===== src/rtl/spi_regif_pkg.sv =====
// Shared constants and state encoding for the SPI register-access slave.
package spi_regif_pkg;

  localparam logic CMD_WR = 1'b0;
  localparam logic CMD_RD = 1'b1;

  localparam int unsigned FRAME_BITS = 16;
  localparam int unsigned ADDR_W     = 7;
  localparam int unsigned DATA_W     = 8;
  localparam int unsigned HDR_BITS   = FRAME_BITS - DATA_W;
  localparam int unsigned CNT_W      = 5;

  typedef enum logic [2:0] {
    StIdle    = 3'd0,
    StCmdAddr = 3'd1,
    StWData   = 3'd2,
    StRData   = 3'd3,
    StWaitCs  = 3'd4
  } state_e;

endpackage


===== src/rtl/spi_sync_edge.sv =====
// Multi-stage synchronizer with rise/fall detection on the last two stages.
module spi_sync_edge #(
  parameter int unsigned SYNC_STAGES = 2,
  parameter logic        RESET_VAL   = 1'b0
) (
  input  logic i_clk,
  input  logic i_rst_n,
  input  logic i_d,
  output logic o_rise,
  output logic o_fall
);

  // One extra stage beyond the synchronizer holds the previous settled value.
  logic [SYNC_STAGES:0] r_sync;

  always_ff @(posedge i_clk or negedge i_rst_n) begin
    if (!i_rst_n) begin
      r_sync <= {(SYNC_STAGES + 1){RESET_VAL}};
    end else begin
      r_sync <= {r_sync[SYNC_STAGES-1:0], i_d};
    end
  end

  assign o_rise = r_sync[SYNC_STAGES-1] & ~r_sync[SYNC_STAGES];
  assign o_fall = ~r_sync[SYNC_STAGES-1] & r_sync[SYNC_STAGES];

endmodule


===== src/rtl/spi_slave_regif.sv =====
// SPI mode-0 slave terminating 16-bit {cmd, addr, data} register frames.
// Optional SPI_SLAVE_MISO_TRISTATE_EN adds a miso_oe output for shared miso lines.
module spi_slave_regif
  import spi_regif_pkg::*;
#(
  parameter int unsigned SYNC_STAGES     = 2,
  parameter int unsigned MIN_HALF_PERIOD = 4
) (
  input  logic              clk,
  input  logic              reset,
  input  logic              sck,
  input  logic              csn,
  input  logic              mosi,
  output logic              miso,
  output logic              wr_en,
  output logic [ADDR_W-1:0] wr_addr,
  output logic [DATA_W-1:0] wr_data,
  output logic              rd_en,
  output logic [ADDR_W-1:0] rd_addr,
  input  logic [DATA_W-1:0] rd_data,
  output logic              frame_err
`ifdef SPI_SLAVE_MISO_TRISTATE_EN
  ,
  output logic              miso_oe
`endif
);

  logic w_sck_rise, w_sck_fall, w_csn_rise, w_csn_fall, w_mosi;
  logic [DATA_W-1:0] w_rx_next;

  state_e              r_state;
  logic [CNT_W-1:0]    r_bit_cnt;
  logic [DATA_W-2:0]   r_rx;
  logic [DATA_W-1:0]   r_tx;
  logic [ADDR_W-1:0]   r_addr;
  logic [ADDR_W-1:0]   r_wr_addr;
  logic [DATA_W-1:0]   r_wr_data;
  logic [ADDR_W-1:0]   r_rd_addr;
  logic                r_wr_en, r_rd_en, r_frame_err, r_miso, r_ld_pend, r_miso_oe;
  logic [SYNC_STAGES-1:0] r_mosi_sync;

  spi_sync_edge #(
    .SYNC_STAGES(SYNC_STAGES),
    .RESET_VAL  (1'b0)
  ) u_sck_sync (
    .i_clk  (clk),
    .i_rst_n(reset),
    .i_d    (sck),
    .o_rise (w_sck_rise),
    .o_fall (w_sck_fall)
  );

  spi_sync_edge #(
    .SYNC_STAGES(SYNC_STAGES),
    .RESET_VAL  (1'b1)
  ) u_csn_sync (
    .i_clk  (clk),
    .i_rst_n(reset),
    .i_d    (csn),
    .o_rise (w_csn_rise),
    .o_fall (w_csn_fall)
  );

  // mosi needs no edge detect; same depth keeps it aligned with the sck edge.
  always_ff @(posedge clk or negedge reset) begin
    if (!reset) begin
      r_mosi_sync <= '0;
    end else begin
      r_mosi_sync <= {r_mosi_sync[SYNC_STAGES-2:0], mosi};
    end
  end

  assign w_mosi    = r_mosi_sync[SYNC_STAGES-1];
  assign w_rx_next = {r_rx, w_mosi};

  always_ff @(posedge clk or negedge reset) begin
    if (!reset) begin
      r_state     <= StIdle;
      r_bit_cnt   <= '0;
      r_rx        <= '0;
      r_tx        <= '0;
      r_addr      <= '0;
      r_wr_addr   <= '0;
      r_wr_data   <= '0;
      r_rd_addr   <= '0;
      r_wr_en     <= 1'b0;
      r_rd_en     <= 1'b0;
      r_frame_err <= 1'b0;
      r_miso      <= 1'b0;
      r_ld_pend   <= 1'b0;
      r_miso_oe   <= 1'b0;
    end else begin
      r_wr_en     <= 1'b0;
      r_rd_en     <= 1'b0;
      r_frame_err <= 1'b0;
      if (r_ld_pend) begin
        r_tx      <= rd_data;
        r_ld_pend <= 1'b0;
      end
      if (w_csn_fall) begin
        r_state   <= StCmdAddr;
        r_bit_cnt <= '0;
        r_rx      <= '0;
        r_miso    <= 1'b0;
        r_miso_oe <= 1'b0;
        if (r_state != StIdle) r_frame_err <= 1'b1;
      end else if (w_csn_rise) begin
        if (r_state == StCmdAddr || r_state == StWData || r_state == StRData) begin
          r_frame_err <= 1'b1;
        end
        r_state   <= StIdle;
        r_miso    <= 1'b0;
        r_miso_oe <= 1'b0;
      end else begin
        unique case (r_state)
          StCmdAddr: begin
            if (w_sck_rise) begin
              r_rx      <= w_rx_next[DATA_W-2:0];
              r_bit_cnt <= r_bit_cnt + 1'b1;
              if (r_bit_cnt == CNT_W'(HDR_BITS - 1)) begin
                r_addr <= w_rx_next[ADDR_W-1:0];
                if (w_rx_next[DATA_W-1] == CMD_RD) begin
                  r_rd_en   <= 1'b1;
                  r_rd_addr <= w_rx_next[ADDR_W-1:0];
                  r_ld_pend <= 1'b1;
                  r_state   <= StRData;
                end else begin
                  r_state <= StWData;
                end
              end
            end
          end
          StRData: begin
            if (w_sck_fall) begin
              r_miso    <= r_tx[DATA_W-1];
              r_tx      <= {r_tx[DATA_W-2:0], 1'b0};
              r_miso_oe <= 1'b1;
            end
            if (w_sck_rise) begin
              r_bit_cnt <= r_bit_cnt + 1'b1;
              if (r_bit_cnt == CNT_W'(FRAME_BITS - 1)) r_state <= StWaitCs;
            end
          end
          StWData: begin
            if (w_sck_rise) begin
              r_rx      <= w_rx_next[DATA_W-2:0];
              r_bit_cnt <= r_bit_cnt + 1'b1;
              if (r_bit_cnt == CNT_W'(FRAME_BITS - 1)) begin
                r_wr_en   <= 1'b1;
                r_wr_addr <= r_addr;
                r_wr_data <= w_rx_next;
                r_state   <= StWaitCs;
              end
            end
          end
          StIdle, StWaitCs: ;
          default: r_state <= StIdle;
        endcase
      end
    end
  end

  assign miso      = r_miso;
  assign wr_en     = r_wr_en;
  assign wr_addr   = r_wr_addr;
  assign wr_data   = r_wr_data;
  assign rd_en     = r_rd_en;
  assign rd_addr   = r_rd_addr;
  assign frame_err = r_frame_err;

`ifdef SPI_SLAVE_MISO_TRISTATE_EN
  assign miso_oe = r_miso_oe;
`else
  logic w_unused_oe;
  assign w_unused_oe = r_miso_oe;
`endif

`ifndef SYNTHESIS
  // Clocks since the last synchronized sck edge, saturating.
  logic [7:0] r_hp_cnt;

  always_ff @(posedge clk or negedge reset) begin
    if (!reset) begin
      r_hp_cnt <= '1;
    end else if (w_sck_rise || w_sck_fall) begin
      r_hp_cnt <= '0;
    end else if (r_hp_cnt != '1) begin
      r_hp_cnt <= r_hp_cnt + 1'b1;
    end
  end

  a_half_period: assert property (@(posedge clk) disable iff (!reset)
    (w_sck_rise || w_sck_fall) |-> (r_hp_cnt >= 8'(MIN_HALF_PERIOD - 1)));

  a_strobe_excl: assert property (@(posedge clk) disable iff (!reset)
    !(r_wr_en && r_rd_en));
`endif

endmodule

===== config.mk =====
export PLATFORM = sky130hd
export DESIGN_NAME = spi_slave_regif
export DESIGN_NICKNAME = d
export VERILOG_FILES = /design/src/rtl/spi_regif_pkg.sv /design/src/rtl/spi_sync_edge.sv /design/src/rtl/spi_slave_regif.sv
export SDC_FILE = /design/constraint.sdc
export NUM_CORES = 1
export LEC_CHECK = 0
export BUFFER_PORTS_ARGS = -buffer_cell sky130_fd_sc_hd__buf_2
export CORE_MARGIN = 1.5
export CORE_UTILIZATION = 36
export CTS_CLUSTER_SIZE = 8
export DETAILED_ROUTE_END_ITERATION = 10
export GPL_ROUTABILITY_DRIVEN = 0
export PLACE_DENSITY = 0.67
export RECOVER_POWER = 25
export SLEW_MARGIN = 20
export SYNTH_ARGS = -nofsm -noshare
export SYNTH_HDL_FRONTEND = slang
export SYNTH_SLANG_ARGS = --single-unit

===== constraint.sdc =====
create_clock -name clk -period 1.9 [get_ports clk]
set_input_delay 0.285 -clock clk [delete_from_list [all_inputs] [get_ports clk]]
set_output_delay 0.285 -clock clk [all_outputs]
set_load 0.01 [all_outputs]

==> results.txt <==
----------------------------------------------------
[Outcome]
  Result of the run ... completed

[Synthesis]
  Post-synthesis cell count ... 226
  Post-synth top area cell ... sky130_fd_sc_hd__dfrtp_1
  Post-synthesis register bit count ... 64
  FFs w/ async S/R, synth ... 100%
  Ys flop type ... sky130_fd_sc_hd__dfrtp_1
  Cell Area, Synth ... 2810 um2
  Area share of the leading cell type in the synthesized netlist ... 54.2%
  Leading cell type by number of instances after synthesis ... sky130_fd_sc_hd__dfrtp_1
  Number of synthesized flops with an enable pin ... 0
  Sequential area share after synthesis ... 57.0%
  Ranking of synthesized cells by area ... sky130_fd_sc_hd__dfrtp_1 (54%), sky130_fd_sc_hd__mux2_2 (8.8%), sky130_fd_sc_hd__mux2i_1 (4.3%)
  Post-Synthesis Mean Instance Area ... 12.5 um2
  Leading cell types by count after synthesis ... sky130_fd_sc_hd__dfrtp_1 (61), sky130_fd_sc_hd__mux2_2 (22), sky130_fd_sc_hd__nor2_1 (15), sky130_fd_sc_hd__inv_1 (14), sky130_fd_sc_hd__o21ai_0 (13)
  Count of yosys warnings during synthesis ... 0
  Total nets after synthesis ... 243
  Count of distinct cell types in the synthesized netlist ... 44

[Global routing]
  Gr ovfl total ... 0
  Number of antenna violations at the first check in global routing ... 0
  Global-route wire length before repair ... 8.56 mm
  Aggregate global-route resource usage ... 13.3%
  Vias in the first global route ... 1802
  Largest net degree at the start of global routing ... 65

[STA]
  Worst-case clock skew ... 0.00735 ns
  Final Max Tran Viols ... 0
  Final worst path period need ... 1.89 ns
  Setup repair after global routing missed its margin ... yes
  Transition time at the pin with the least slew margin ... 0.843 ns
  Highest achievable clock rate ... 529 MHz
  Final setup violation count ... 0
  Final Hold Violating Endpoints ... 0
  Period utilization ... 99.5%
  Max_slew headroom ... 43.8%

[Setup path]
  Logic depth of the worst register-to-register path ... 6
  Type of the setup path with the least slack ... reg2reg
  Arrival time worst endpoint ... 2.12 ns
  Required time worst endpoint ... 2.12 ns
  Sort of element at the end of the critical path ... flip-flop
  Startpoint class of the critical path ... flip-flop
  Critical path peak fanout ... 4

[Floorplanning]
  Area of the die ... 8360 um2
  Number of placement rows ... 32
  Height of the die ... 91.4 um
  Effective utilization at floorplan ... 36.8%
  Horizontal extent of the die ... 91.4 um
  IO Count ... 39
  Placeable Area ... 7650 um2

[Route]
  Detailed-route wire length ... 5.20 mm
  Initial DRC Count ... 135
  Iteration count of the initial detailed-routing pass ... 4
  Total number of vias ... 1904
  WL per Instance ... 13.3 um
  Via count normalized by instance count ... 4.88
  DRC violations left ... 0
  Antenna-violating nets left ... 0

[Power]
  Total power divided by cell area ... 1010 nW/um2
  Design Power ... 3580 uW
  Max IR drop VDD ... 0.418 mV
  Leak ... 0.00174 uW

[Place]
  Count of placed standard cells including taps ... 372
  IO Port Bufs ... 38
  HPWL after DPL ... 3.45 mm

[CTS]
  Number of buffers on the longest clock path ... 2
  Clock root cell ... sky130_fd_sc_hd__clkbuf_8
  Clock transition time at the flip-flop clock pins of the worst setup and hold paths ... 0.07 ns
  Latest clock arrival within the worst-skew pair ... 0.34 ns
  Clock sink count ... 64
  Number of buffers created by CTS ... 9
  Number of H-tree branching levels ... 3
  CTS tree ... yes

[Final layout]
  Final standard cell count with taps included and fillers excluded ... 390
  Total area of multi-input combinational cells ... 1140 um2
  # fillers ... 706
  Inserted Diodes ... 0
  Fraction of final layout cells sized beyond drive strength 1 ... 44.1%
  Total Nets Final ... 300
  Layout Area Growth over Synthesis ... 26.4%
  Sequential cell area in the final layout ... 1610 um2

[Worst hold path]
  Class of the worst hold path ... in2reg
  Worst hold stages ... 1

[Flow run]
  Max-cap viol count ... 0

----------------------------------------------------
-- worst paths after layout --
path	from	to	slack, ns
worst max register to register	r_bit_cnt[1]	rd_addr[1]	0.009
worst min register to register	r_mosi_sync[0]	r_mosi_sync[1]	0.35
max in group asynchronous	reset	r_bit_cnt[1]	0.65
worst max-delay path	r_bit_cnt[1]	rd_addr[1]	0.009
worst min-delay path	csn	u_csn_sync.r_sync[0]	0.05
min in group asynchronous	reset	r_tx[1]	0.72
-- critical path, stage by stage (launching register included) --
cell                        delay [ns]
sky130_fd_sc_hd__dfrtp_1          0.37
sky130_fd_sc_hd__ha_2             0.20
sky130_fd_sc_hd__nand4bb_1        0.18
sky130_fd_sc_hd__nor4_4           0.35
sky130_fd_sc_hd__and3_4           0.26
sky130_fd_sc_hd__buf_6            0.12
sky130_fd_sc_hd__mux2_4           0.30
-- cell families after synthesis --
logic type               share of synthesized area (%)
AO/OA/AOI/OAI                                     9.96
adder cells (fa/ha/maj)                           1.78
flip-flops                                        57.0
AND/OR/NAND/NOR                                   9.92
buffers and inverters                             5.11
XOR/XNOR                                         0.311
multiplexers                                      15.9
-- metrics by stage --
stage / utilization, % / setup WS (ns) / TNS (ns) / cell area (um2) / hold slack, ns
2_1_floorplan: - / -0.0749 / -0.293 / 2840 / -0.0106
3_3_place_gp: 42.4 / 0.125 / 0 / 3240 / 0.324
3_5_place_dp: 42.4 / 0.0315 / 0 / 3240 / 0.325
4_1_cts: 45.8 / 0.00788 / 0 / 3510 / 0.0241
5_1_grt: 46.5 / -0.106 / -1.23 / 3560 / 0.0164
6_report: 46.5 / 0.00868 / 0 / 3560 / 0.0474
-- what timing repair did --
action / in CTS / in global routing
hold endpoints to repair: 61 / 0
gates resized for setup: 0 / 14
hold buffers: 1 / 0
setup buffers: 0 / 1
endpoints found under the setup margin: 0 / 27
-- registers in the layout (all words and copies together), names as in the netlist --
name / flops
r_rx: 7
rd_addr: 7
r_mosi_sync: 2
wr_en: 1
r_bit_cnt: 5
u_sck_sync.r_sync: 3
r_ld_pend: 1
r_tx: 8
r_state: 3
r_addr: 7
u_csn_sync.r_sync: 3
frame_err: 1
miso: 1
wr_addr: 7
wr_data: 8
-- power breakdown --
| part | internal [uW] | total [uW] | switching, uW |
|---|---|---|---|
| clock | 941 | 1460 | 516 |
| sequential | 1480 | 1600 | 117 |
| combinational | 244 | 525 | 282 |
-- routing by layer --
layer	part of all wire, %	global-route usage (%)
met1	49	17.2
met2	46	19.4
met3	4.5	5.11
met4	1.2	6.25
met5	0	0
-- placed cells by master (no fill, tap or decap), drive strengths merged, types with 2 or more instances in the layout --
master / netlist / layout
or2: 2 / 2
mux2i: 12 / 12
a21oi: 12 / 12
nor2: 17 / 17
clkbuf: 4 / 12
o41ai: 8 / 8
nand2: 9 / 9
nand2b: 3 / 3
dfrtp: 61 / 61
and3: 3 / 3
nand3: 4 / 4
dfstp: 3 / 3
nor2b: 3 / 3
o21ai: 13 / 13
inv: 15 / 15
bufinv: 0 / 3
buf: 8 / 56
ha: 4 / 4
mux2: 29 / 29
-- layout make-up --
class                           count  area share, %
Sequential cell                    64           45.1
Clock inverter                      5           2.88
Inverter                           15           1.58
Tap cell                          102           3.59
Clock buffer                       11           4.26
Multi-Input combinational cell    135           32.0
Timing Repair Buffer               58           10.6
Note: power is estimated with default switching activity, not from simulation.
